===== src/rtl/interfaz_memoria_pkg.sv =====
// Definitions shared by interfaz_memoria and the ciscud control unit.
// Contents: sequencer state codes, default bus widths, and Fun/Control encodings.
package interfaz_memoria_pkg;

    localparam logic [1:0] REPOSO   = 2'd0;
    localparam logic [1:0] PREPARA  = 2'd1;
    localparam logic [1:0] ACCESO   = 2'd2;
    localparam logic [1:0] RECUPERA = 2'd3;

    localparam int unsigned ANCHO_DIR_DEF = 16;
    localparam int unsigned ANCHO_DAT_DEF = 16;

    typedef enum logic [2:0] {
        FUN_NOP,
        FUN_LEER_MEM,
        FUN_ESCRIBIR_MEM,
        FUN_ALU,
        FUN_SALTO
    } fun_t;

    typedef struct packed {
        logic cargaAR;
        logic cargaDR;
        logic cargaIR;
        logic pedido;
        logic escribe;
    } control_t;

    function automatic logic esAccesoMemoria(input fun_t f);
        return (f == FUN_LEER_MEM) || (f == FUN_ESCRIBIR_MEM);
    endfunction

endpackage


===== src/rtl/interfaz_memoria_contador_esperas.sv =====
// contador_esperas: loadable up-counter that saturates at LIMITE-1.
// Terminal is high once the count has reached LIMITE-1.
module contador_esperas #(
    parameter int unsigned LIMITE = 2
) (
    input  logic Reloj,
    input  logic Reiniciar,
    input  logic Carga,
    input  logic Habilita,
    output logic Terminal
);

    localparam int unsigned ANCHO = (LIMITE < 2) ? 1 : $clog2(LIMITE);
    localparam logic [ANCHO-1:0] FIN = ANCHO'(LIMITE - 1);

    logic [ANCHO-1:0] cuenta;

    assign Terminal = (cuenta >= FIN);

    always_ff @(posedge Reloj or negedge Reiniciar) begin
        if (!Reiniciar) begin
            cuenta <= '0;
        end else if (Carga) begin
            cuenta <= '0;
        end else if (Habilita && !Terminal) begin
            cuenta <= cuenta + 1'b1;
        end
    end

endmodule


===== src/rtl/interfaz_memoria.sv =====
// Memory-bus sequencer between the ciscud control unit and an asynchronous SRAM.
// Optional watchdog abort: define INTERFAZ_MEMORIA_TIMEOUT_EN.
module interfaz_memoria
    import interfaz_memoria_pkg::*;
#(
    parameter int unsigned ANCHO_DIR = ANCHO_DIR_DEF,
    parameter int unsigned ANCHO_DAT = ANCHO_DAT_DEF,
    parameter int unsigned ESPERAS   = 2,
    parameter int unsigned TIMEOUT   = 15
) (
    input  logic                 Reloj,
    input  logic                 Reiniciar,
    input  logic                 Pedido,
    input  logic                 Escribe,
    input  logic [ANCHO_DIR-1:0] Direccion,
    input  logic [ANCHO_DAT-1:0] DatoEscritura,
    output logic [ANCHO_DAT-1:0] DatoLeido,
    output logic                 Listo,
    output logic                 Ocupado,
    output logic                 Error,
    output logic [ANCHO_DIR-1:0] MemDir,
    output logic [ANCHO_DAT-1:0] MemDatoSal,
    output logic                 MemDatoOE,
    input  logic [ANCHO_DAT-1:0] MemDatoEnt,
    output logic                 MemCS_n,
    output logic                 MemWE_n,
    output logic                 MemOE_n,
    input  logic                 MemListo
);

    if (ESPERAS < 1 || TIMEOUT < ESPERAS) begin : gParametrosInvalidos
        $error("interfaz_memoria: requires ESPERAS >= 1 and TIMEOUT >= ESPERAS");
    end

    logic [1:0] estado;
    logic       esEscritura;
    logic       esperaCumplida;
    logic       fin;
    logic       aborta;

    contador_esperas #(.LIMITE(ESPERAS)) uEsperas (
        .Reloj     (Reloj),
        .Reiniciar (Reiniciar),
        .Carga     (estado == PREPARA),
        .Habilita  (estado == ACCESO),
        .Terminal  (esperaCumplida)
    );

    assign fin = esperaCumplida && MemListo;

`ifdef INTERFAZ_MEMORIA_TIMEOUT_EN
    logic vigilanciaCumplida;
    logic errorReg;

    contador_esperas #(.LIMITE(TIMEOUT)) uVigilancia (
        .Reloj     (Reloj),
        .Reiniciar (Reiniciar),
        .Carga     (estado == PREPARA),
        .Habilita  (estado == ACCESO),
        .Terminal  (vigilanciaCumplida)
    );

    assign aborta = vigilanciaCumplida && !fin;
    assign Error  = errorReg;

    always_ff @(posedge Reloj or negedge Reiniciar) begin
        if (!Reiniciar) begin
            errorReg <= 1'b0;
        end else if (estado == REPOSO && Pedido) begin
            errorReg <= 1'b0;
        end else if (estado == ACCESO && aborta) begin
            errorReg <= 1'b1;
        end
    end
`else
    assign aborta = 1'b0;
    assign Error  = 1'b0;
`endif

    // Strobes are registered one state ahead so they line up with the state they describe.
    always_ff @(posedge Reloj or negedge Reiniciar) begin
        if (!Reiniciar) begin
            estado      <= REPOSO;
            esEscritura <= 1'b0;
            DatoLeido   <= '0;
            Listo       <= 1'b0;
            Ocupado     <= 1'b0;
            MemDir      <= '0;
            MemDatoSal  <= '0;
            MemDatoOE   <= 1'b0;
            MemCS_n     <= 1'b1;
            MemWE_n     <= 1'b1;
            MemOE_n     <= 1'b1;
        end else begin
            case (estado)
                REPOSO: begin
                    if (Pedido) begin
                        estado      <= PREPARA;
                        esEscritura <= Escribe;
                        MemDir      <= Direccion;
                        MemDatoSal  <= DatoEscritura;
                        MemDatoOE   <= Escribe;
                        MemCS_n     <= 1'b0;
                        Ocupado     <= 1'b1;
                    end
                end
                PREPARA: begin
                    estado  <= ACCESO;
                    MemOE_n <= esEscritura;
                    MemWE_n <= !esEscritura;
                end
                ACCESO: begin
                    if (fin || aborta) begin
                        estado    <= RECUPERA;
                        MemOE_n   <= 1'b1;
                        MemWE_n   <= 1'b1;
                        MemCS_n   <= 1'b1;
                        MemDatoOE <= 1'b0;
                        Listo     <= 1'b1;
                        if (fin && !esEscritura) begin
                            DatoLeido <= MemDatoEnt;
                        end
                    end
                end
                default: begin
                    estado  <= REPOSO;
                    Listo   <= 1'b0;
                    Ocupado <= 1'b0;
                end
            endcase
        end
    end

endmodule


===== config.mk =====
export PLATFORM = sky130hd
export DESIGN_NAME = interfaz_memoria
export DESIGN_NICKNAME = d
export VERILOG_FILES = /design/src/rtl/interfaz_memoria_pkg.sv /design/src/rtl/interfaz_memoria_contador_esperas.sv /design/src/rtl/interfaz_memoria.sv
export SDC_FILE = /design/constraint.sdc
export NUM_CORES = 1
export LEC_CHECK = 0
export ABC_AREA = 1
export BUFFER_PORTS_ARGS = -buffer_cell sky130_fd_sc_hd__buf_2
export CORE_UTILIZATION = 42
export DETAILED_ROUTE_END_ITERATION = 12
export PLACE_DENSITY = 0.75
export SLEW_MARGIN = 20
export SYNTH_ARGS = -nofsm -noshare
export SYNTH_HDL_FRONTEND = slang
export SYNTH_SLANG_ARGS = --single-unit

===== constraint.sdc =====
create_clock -name Reloj -period 1.35 [get_ports Reloj]
set_input_delay 0.135 -clock Reloj [delete_from_list [all_inputs] [get_ports Reloj]]
set_output_delay 0.135 -clock Reloj [all_outputs]
set_load 0.02 [all_outputs]

==> results of run 1 <==
==> registers in the layout (all words and copies together) (netlist names) <==
| signal | flops |
|---|---|
| DatoLeido | 16 |
| MemDatoSal | 16 |
| MemDir | 16 |
| estado | 2 |
| Listo | 1 |
| MemCS_n | 1 |
| MemDatoOE | 1 |
| MemOE_n | 1 |
| MemWE_n | 1 |
| Ocupado | 1 |
| esEscritura | 1 |
| uEsperas.cuenta | 1 |
==> stage by stage <==
| step | power (mW) | cell area (sq um) | util [%] |
|---|---|---|---|
| after floorplan | 5.55 | 2470 | - |
| after global placement | 6.87 | 3120 | 56.0 |
| after detailed placement | 6.95 | 3120 | 56.0 |
| after CTS | 8.73 | 3350 | 60.1 |
| after global routing | 9.41 | 3380 | 60.7 |
| final | 8.75 | 3380 | 60.7 |
==> worst max-delay path: stages (launching register included) <==
cell and delay, ns:
dfrtp_1 0.40, inv_2 0.11, ha_2 0.21, inv_2 0.07, nor2_8 0.13, buf_12 0.15
nand3_1 0.07, nand2_1 0.09
==> final timing paths <==
check                                                 to
worst max-delay path            DatoLeido[8]$_DFFE_PN0P_
worst min-delay path               MemDir[4]$_DFFE_PN0P_
worst max register to register  DatoLeido[8]$_DFFE_PN0P_
worst min register to register       MemCS_n$_DFFE_PN1P_
max in group asynchronous            MemWE_n$_DFFE_PN1P_
min in group asynchronous          MemDatoOE$_DFFE_PN0P_
==> timing repair <==
item	4_1_cts	5_1_grt
setup endpoints to repair	4	56
hold endpoints to repair	55	0
hold buffers	1	0
gates resized for setup	0	8
setup buffers	0	1
pin swaps	0	0
==> routing by layer <==
metal | wire length, microns | track usage, % | vias up
met5 | 0 | 0 | -
met4 | 83 | 9.81 | 0
met3 | 461 | 3.95 | 9
met2 | 2200 | 27.7 | 103
met1 | 2560 | 24.8 | 963
li1 | - | - | 1113
==> cell type report <==
cell class,instances,share of cell area [%]
Tap cell,72,2.66
Inverter,10,1.11
Clock buffer,11,4.18
Multi-Input combinational cell,197,27.0
Clock inverter,5,2.29
Timing Repair Buffer,119,19.8
Sequential cell,58,43.0
==> cell families after synthesis <==
kind of cell / after synthesis
and+or+nand+nor: 187
DFF: 58
buffers and inverters: 26
adders and majority gates: 5
AOI/OAI and AO/OA: 4
other: 1
==> cells in the final DEF (no fill, tap or decap) <==
| master | synthesis | final |
|---|---|---|
| nand2_1 | 126 | 125 |
| buf_2 | 10 | 106 |
| dfrtp_1 | 55 | 55 |
| nand3_1 | 55 | 55 |
| clkbuf_8 | 0 | 10 |
| buf_4 | 2 | 9 |
| inv_2 | 2 | 5 |
| inv_1 | 8 | 5 |
| nor2_1 | 4 | 4 |
| dfstp_2 | 3 | 3 |
| ha_1 | 5 | 3 |
| buf_12 | 0 | 3 |
| o21ai_0 | 2 | 2 |
| o211ai_1 | 2 | 2 |
| clkinv_2 | 0 | 2 |
| bufinv_16 | 0 | 2 |
| nor2_8 | 1 | 1 |
| nand2_8 | 0 | 1 |
| nand2_2 | 0 | 1 |
| ha_4 | 0 | 1 |
| ha_2 | 0 | 1 |
| conb_1 | 1 | 1 |
| clkinvlp_4 | 0 | 1 |
| clkbuf_1 | 3 | 1 |
| dlygate4sd3_1 | 0 | 1 |
==> power groups by stage <==
stage	registers (mW)	logic (mW)	clock network [mW]
6_report	3.02	4.02	1.71
5_1_grt	3.10	4.47	1.84
4_1_cts	3.01	3.94	1.77
3_5_place_dp	3.01	3.94	0
3_3_place_gp	3.02	3.84	0
2_1_floorplan	3.94	1.61	0
==> reports/summary.txt, run 1 <==
=====================================================================================
Result of the run                                                        complete, no violations
Share of total power consumed by net switching                                  41.6%
WHS                                                                         0.0352 ns
Xor and xnor area share after synthesis                                            0%
Most instantiated library cell after synthesis                                nand2_1
Adder-Cell Fraction of Synth Area                                               2.54%
Synth top area share                                                            55.8%
Share of the synthesized area in compound gates (AO/OA/AOI/OAI)                 1.01%
Combinational fraction of design power                                          45.9%
Number of port buffers                                                            106
Top cells by area, synth                                                 dfrtp_1, nand2_1, nand3_1
Final routed wirelength across all metal layers                               5.30 mm
Yosys top cell by area                                                        dfrtp_1
Layout cells sized above 1                                                      36.5%
Fillcell total                                                                    501
Die H                                                                    78.6 microns
Worst R2R Start                                                          estado[0]$_DFFE_PN0P_
Avg Synthesized Cell Area                                                  8.78 sq um
CTS max path bufs                                                                   2
Simple-gate area share of the yosys netlist                                     32.2%
Clock-pin slew of the registers on the worst-case setup and hold paths        0.07 ns
Leakage power total                                                           1.97 nW
Nets                                                                              453
Start-to-end type of the worst setup path                                  reg -> reg
Cells after DPL                                                                   454
Setup slack at placement                                                   0.00414 ns
Setup repair after global routing missed its margin                              true
Sum of overflow across all layers after global routing                              0
DPL Wire Length                                                               3.66 mm
Die extent in x                                                          78.6 microns
Cell Pwr Density                                                         2590 nW/um^2
Number of cells on the worst hold path                                              3
Fin. Hold Viols                                                                     0
Violation count after the first detailed-routing iteration                        120
Worst path setup slack after routing                                        0.0429 ns
Number of pins exceeding their max-slew limit in the final report                   0
Core Rows                                                                          27
Number of nets produced by synthesis                                              339
Proportion of synthesized chip area in sequential cells                         59.0%
Multiplexer share of the synthesized area                                          0%
Average routed wire per standard cell                                    11.2 microns
Final number of setup-violating endpoints                                           0
Primary FF master, synth                                                      dfrtp_1
CP Data Required Time                                                         1.61 ns
NetSw                                                                         3.64 mW
H-tree levels                                                                       3
Count of cell types in the netlist                                                 17
Mapped Area                                                                2470 sq um
TritonRoute pass-1 iters                                                            4
Detailed-route via count                                                         2188
Count of flip-flops with a built-in enable after synthesis                          0
Synthesis warning total                                                             0
Reported max-cap violation count                                                    0
Largest fanout on the critical path                                                16
Area added between synthesis and finish                                         37.1%
Type of the worst min-delay path                                            in -> reg
Data arrival time at the worst-slack endpoint                                 1.56 ns
Total negative setup slack                                                       0 ns
Filler-free cell count of the finished design                                     472
Num ports                                                                         108
Crit. End Element                                                            register
Internal power                                                                5.11 mW
Clock sink total                                                                   58
Number of vias per cell after detailed routing                                   4.64
Area of combinational cells with multiple inputs                            912 sq um
Initial antenna violation count                                                     0
Minimum clock period                                                          1.31 ns
Number of antenna diodes                                                            0
Total clock buffers created by CTS                                                  9
Clock share of power                                                            19.6%
Flop and latch count out of synthesis                                              58
Cell count after synthesis                                                        281
Clock Latency Late Sink                                                       0.32 ns
Area occupied by registers                                                 1460 sq um
Maximum clock frequency                                                       765 MHz
TritonCTS clock tree                                                              yes
Post-route clock period utilization                                             96.8%
Routability Congestion                                                          0.713
Drt drc                                                                             0
Category of the worst setup path launch point                                register
Setup clock skew after layout                                              0.00736 ns
Master cell of the clock root buffer                                         clkbuf_8
Hold_sp                                                                  Direccion[4]
Maximum number of pins on one net before global-route repair                       59
Reg2Reg Depth                                                                       7
Fraction of synthesis flops using an asynchronous set or reset pin               100%
Wire length of the first global-routing pass                                  8.78 mm
Setup slack of the worst register-to-register path                            0.04 ns
Most numerous cell types in the synthesized netlist                      nand2_1, dfrtp_1, nand3_1
CORE AREA                                                                  5570 sq um
Count of antenna-violating nets left after detailed routing                         0
Initial core utilization                                                        44.2%
Die area                                                                   6180 sq um
Global-route usage over all layers                                              18.4%
Worst ir drop on vdd                                                          1.16 mV
Reg power frac                                                                  34.5%
Combinational family with the most area after synthesis                  simple AND/OR/NAND/NOR gates
Vias in the first global route                                                   1946
Worst Setup SP                                                           estado[0]$_DFFE_PN0P_
=====================================================================================
(Power assumes the default switching activity.)
==> inputs of run 2 (changes only) <==
--- a/config.mk
+++ b/config.mk
@@ -6,7 +6,8 @@
 export NUM_CORES = 1
 export LEC_CHECK = 0
 export ABC_AREA = 1
-export BUFFER_PORTS_ARGS = -buffer_cell sky130_fd_sc_hd__buf_2
+export BUFFER_PORTS_ARGS = -buffer_cell sky130_fd_sc_hd__clkbuf_2
+export CORE_MARGIN = 2
 export CORE_UTILIZATION = 42
 export DETAILED_ROUTE_END_ITERATION = 12
 export PLACE_DENSITY = 0.75
==> reports/summary.txt, run 2 (synthesis results as in run 1) <==
=====================================================================================
Category of the worst setup path launch point                                register
Area of combinational cells with multiple inputs                            912 sq um
Worst path setup slack after routing                                        0.0674 ns
Critical path, cell by cell                                              inv_2 > ha_2 > inv_2 > nor2_8 > buf_12 > nand3_1 > nand2_1
Number of pins exceeding their max-slew limit in the final report                   0
Number of cells on the worst hold path                                              3
Area added between synthesis and finish                                         37.6%
Filler-free cell count of the finished design                                     472
Most frequent cells in the layout                                        nand2_1, clkbuf_2, dfrtp_1, nand3_1
Clock Latency Late Sink                                                       0.33 ns
Result of the run                                                        complete, no violations
Minimum clock period                                                          1.28 ns
TritonRoute pass-1 iters                                                            4
Number of vias per cell after detailed routing                                   4.71
Slowest stage cell on the critical path                                       dfrtp_1
CTS max path bufs                                                                   2
TritonCTS clock tree                                                              yes
Initial antenna violation count                                                     0
Non-Filler Cell Area, Final                                                3390 sq um
Cells after DPL                                                                   454
Die area                                                                   6500 sq um
Drt drc                                                                             0
Setup slack at placement                                                   -0.0241 ns
Number of buffers and inverters on the critical path                                3
Num ports                                                                         108
Worst ir drop on vdd                                                          1.40 mV
Master cell of the clock root buffer                                         clkbuf_8
Post-detailed-placement cell area                                          3110 sq um
WHS                                                                         0.0302 ns
DPL Wire Length                                                               4.06 mm
Leakage power total                                                           1.97 nW
Wire length of the first global-routing pass                                  8.96 mm
Final routed wirelength across all metal layers                               5.62 mm
H-tree levels                                                                       3
Cell Pwr Density                                                         2630 nW/um^2
Maximum number of pins on one net before global-route repair                       59
Final Core Density                                                              60.9%
Start-to-end type of the worst setup path                                  reg -> reg
Hold_sp                                                                  DatoEscritura[9]
Sum of overflow across all layers after global routing                              0
Clock sink total                                                                   58
Total negative setup slack                                                       0 ns
Die H                                                                    80.6 microns
Largest fanout on the critical path                                                16
Reported max-cap violation count                                                    0
Worst Setup SP                                                           estado[0]$_DFFE_PN0P_
Total clock buffers created by CTS                                                  9
Global-route usage over all layers                                              18.2%
Detailed-route via count                                                         2222
Cell family contributing the most delay on the critical path               flip-flops
Violation count after the first detailed-routing iteration                        101
Area occupied by registers                                                 1460 sq um
Most common cell after layout, fill and taps aside                            nand2_1
Final number of setup-violating endpoints                                           0
Design Power                                                                  8.94 mW
CORE AREA                                                                  5570 sq um
Average routed wire per standard cell                                    11.9 microns
Post-route clock period utilization                                             95.0%
Number of antenna diodes                                                            0
Leading registers by flop count                                          DatoLeido x16, MemDatoSal x16, MemDir x16
Initial core utilization                                                        44.2%
Nets                                                                              453
Reg2Reg Depth                                                                       7
Setup clock skew after layout                                              0.00767 ns
Vias in the first global route                                                   2023
Die extent in x                                                          80.6 microns
Type of the worst min-delay path                                            in -> reg
Number of port buffers                                                            106
Worst R2R Start                                                          estado[0]$_DFFE_PN0P_
CP Data Required Time                                                         1.61 ns
Crit-path most repeated cell                                                    inv_2
Layout cells sized above 1                                                      36.0%
Data arrival time at the worst-slack endpoint                                 1.54 ns
Fillcell total                                                                    512
Clock-pin slew of the registers on the worst-case setup and hold paths        0.07 ns
Count of antenna-violating nets left after detailed routing                         0
Core Rows                                                                          27
Routability Congestion                                                          0.760
Fin. Hold Viols                                                                     0
Maximum cell stage delay along the critical path                              0.39 ns
Worst path depth                                                                    7
Crit. End Element                                                            register
Maximum clock frequency                                                       780 MHz
=====================================================================================
run 2: what timing repair did:
action | 4_1_cts | 5_1_grt
pin swaps | 0 | 0
hold buffers | 1 | 0
endpoints found under the hold margin | 55 | 0
setup buffers | 0 | 1
endpoints found under the setup margin | 24 | 56
gates resized for setup | 1 | 7
run 2: layout make-up:
type / instances / share of cell area (%)
Timing Repair Buffer: 119 / 19.3
Inverter: 10 / 1.11
Sequential cell: 58 / 42.9
Clock inverter: 4 / 2.91
Clock buffer: 12 / 4.28
Multi-Input combinational cell: 197 / 26.9
Tap cell: 72 / 2.65
run 2: path summary, 6_finish.rpt:
kind | to | slack, ns
min reg2reg | MemCS_n$_DFFE_PN1P_ | 0.47
max reg2reg | DatoLeido[8]$_DFFE_PN0P_ | 0.07
min | MemDatoSal[9]$_DFFE_PN0P_ | 0.03
min in group asynchronous | DatoLeido[11]$_DFFE_PN0P_ | 0.35
max | DatoLeido[8]$_DFFE_PN0P_ | 0.07
max in group asynchronous | MemCS_n$_DFFE_PN1P_ | 0.71
run 2: tightest hold or removal path, delay by kind of cell:
family | cells | cell delay (ns)
and+or+nand+nor | 2 | 0.12
buffers and inverters | 1 | 0.08
run 2: metal layers:
metal | GRT usage, % | wire length [microns] | vias up
li1 | - | - | 1114
met1 | 22.4 | 2440 | 1003
met2 | 28.7 | 2560 | 96
met3 | 7.19 | 534 | 9
met4 | 7.12 | 74 | 0
met5 | 0 | 0 | -
run 2: power breakdown:
| part | internal (mW) | switching (mW) | leakage (nW) |
|---|---|---|---|
| Clock | 1.28 | 0.656 | 0.121 |
| Combinational | 1.39 | 2.57 | 1.13 |
| Sequential | 2.58 | 0.468 | 0.720 |
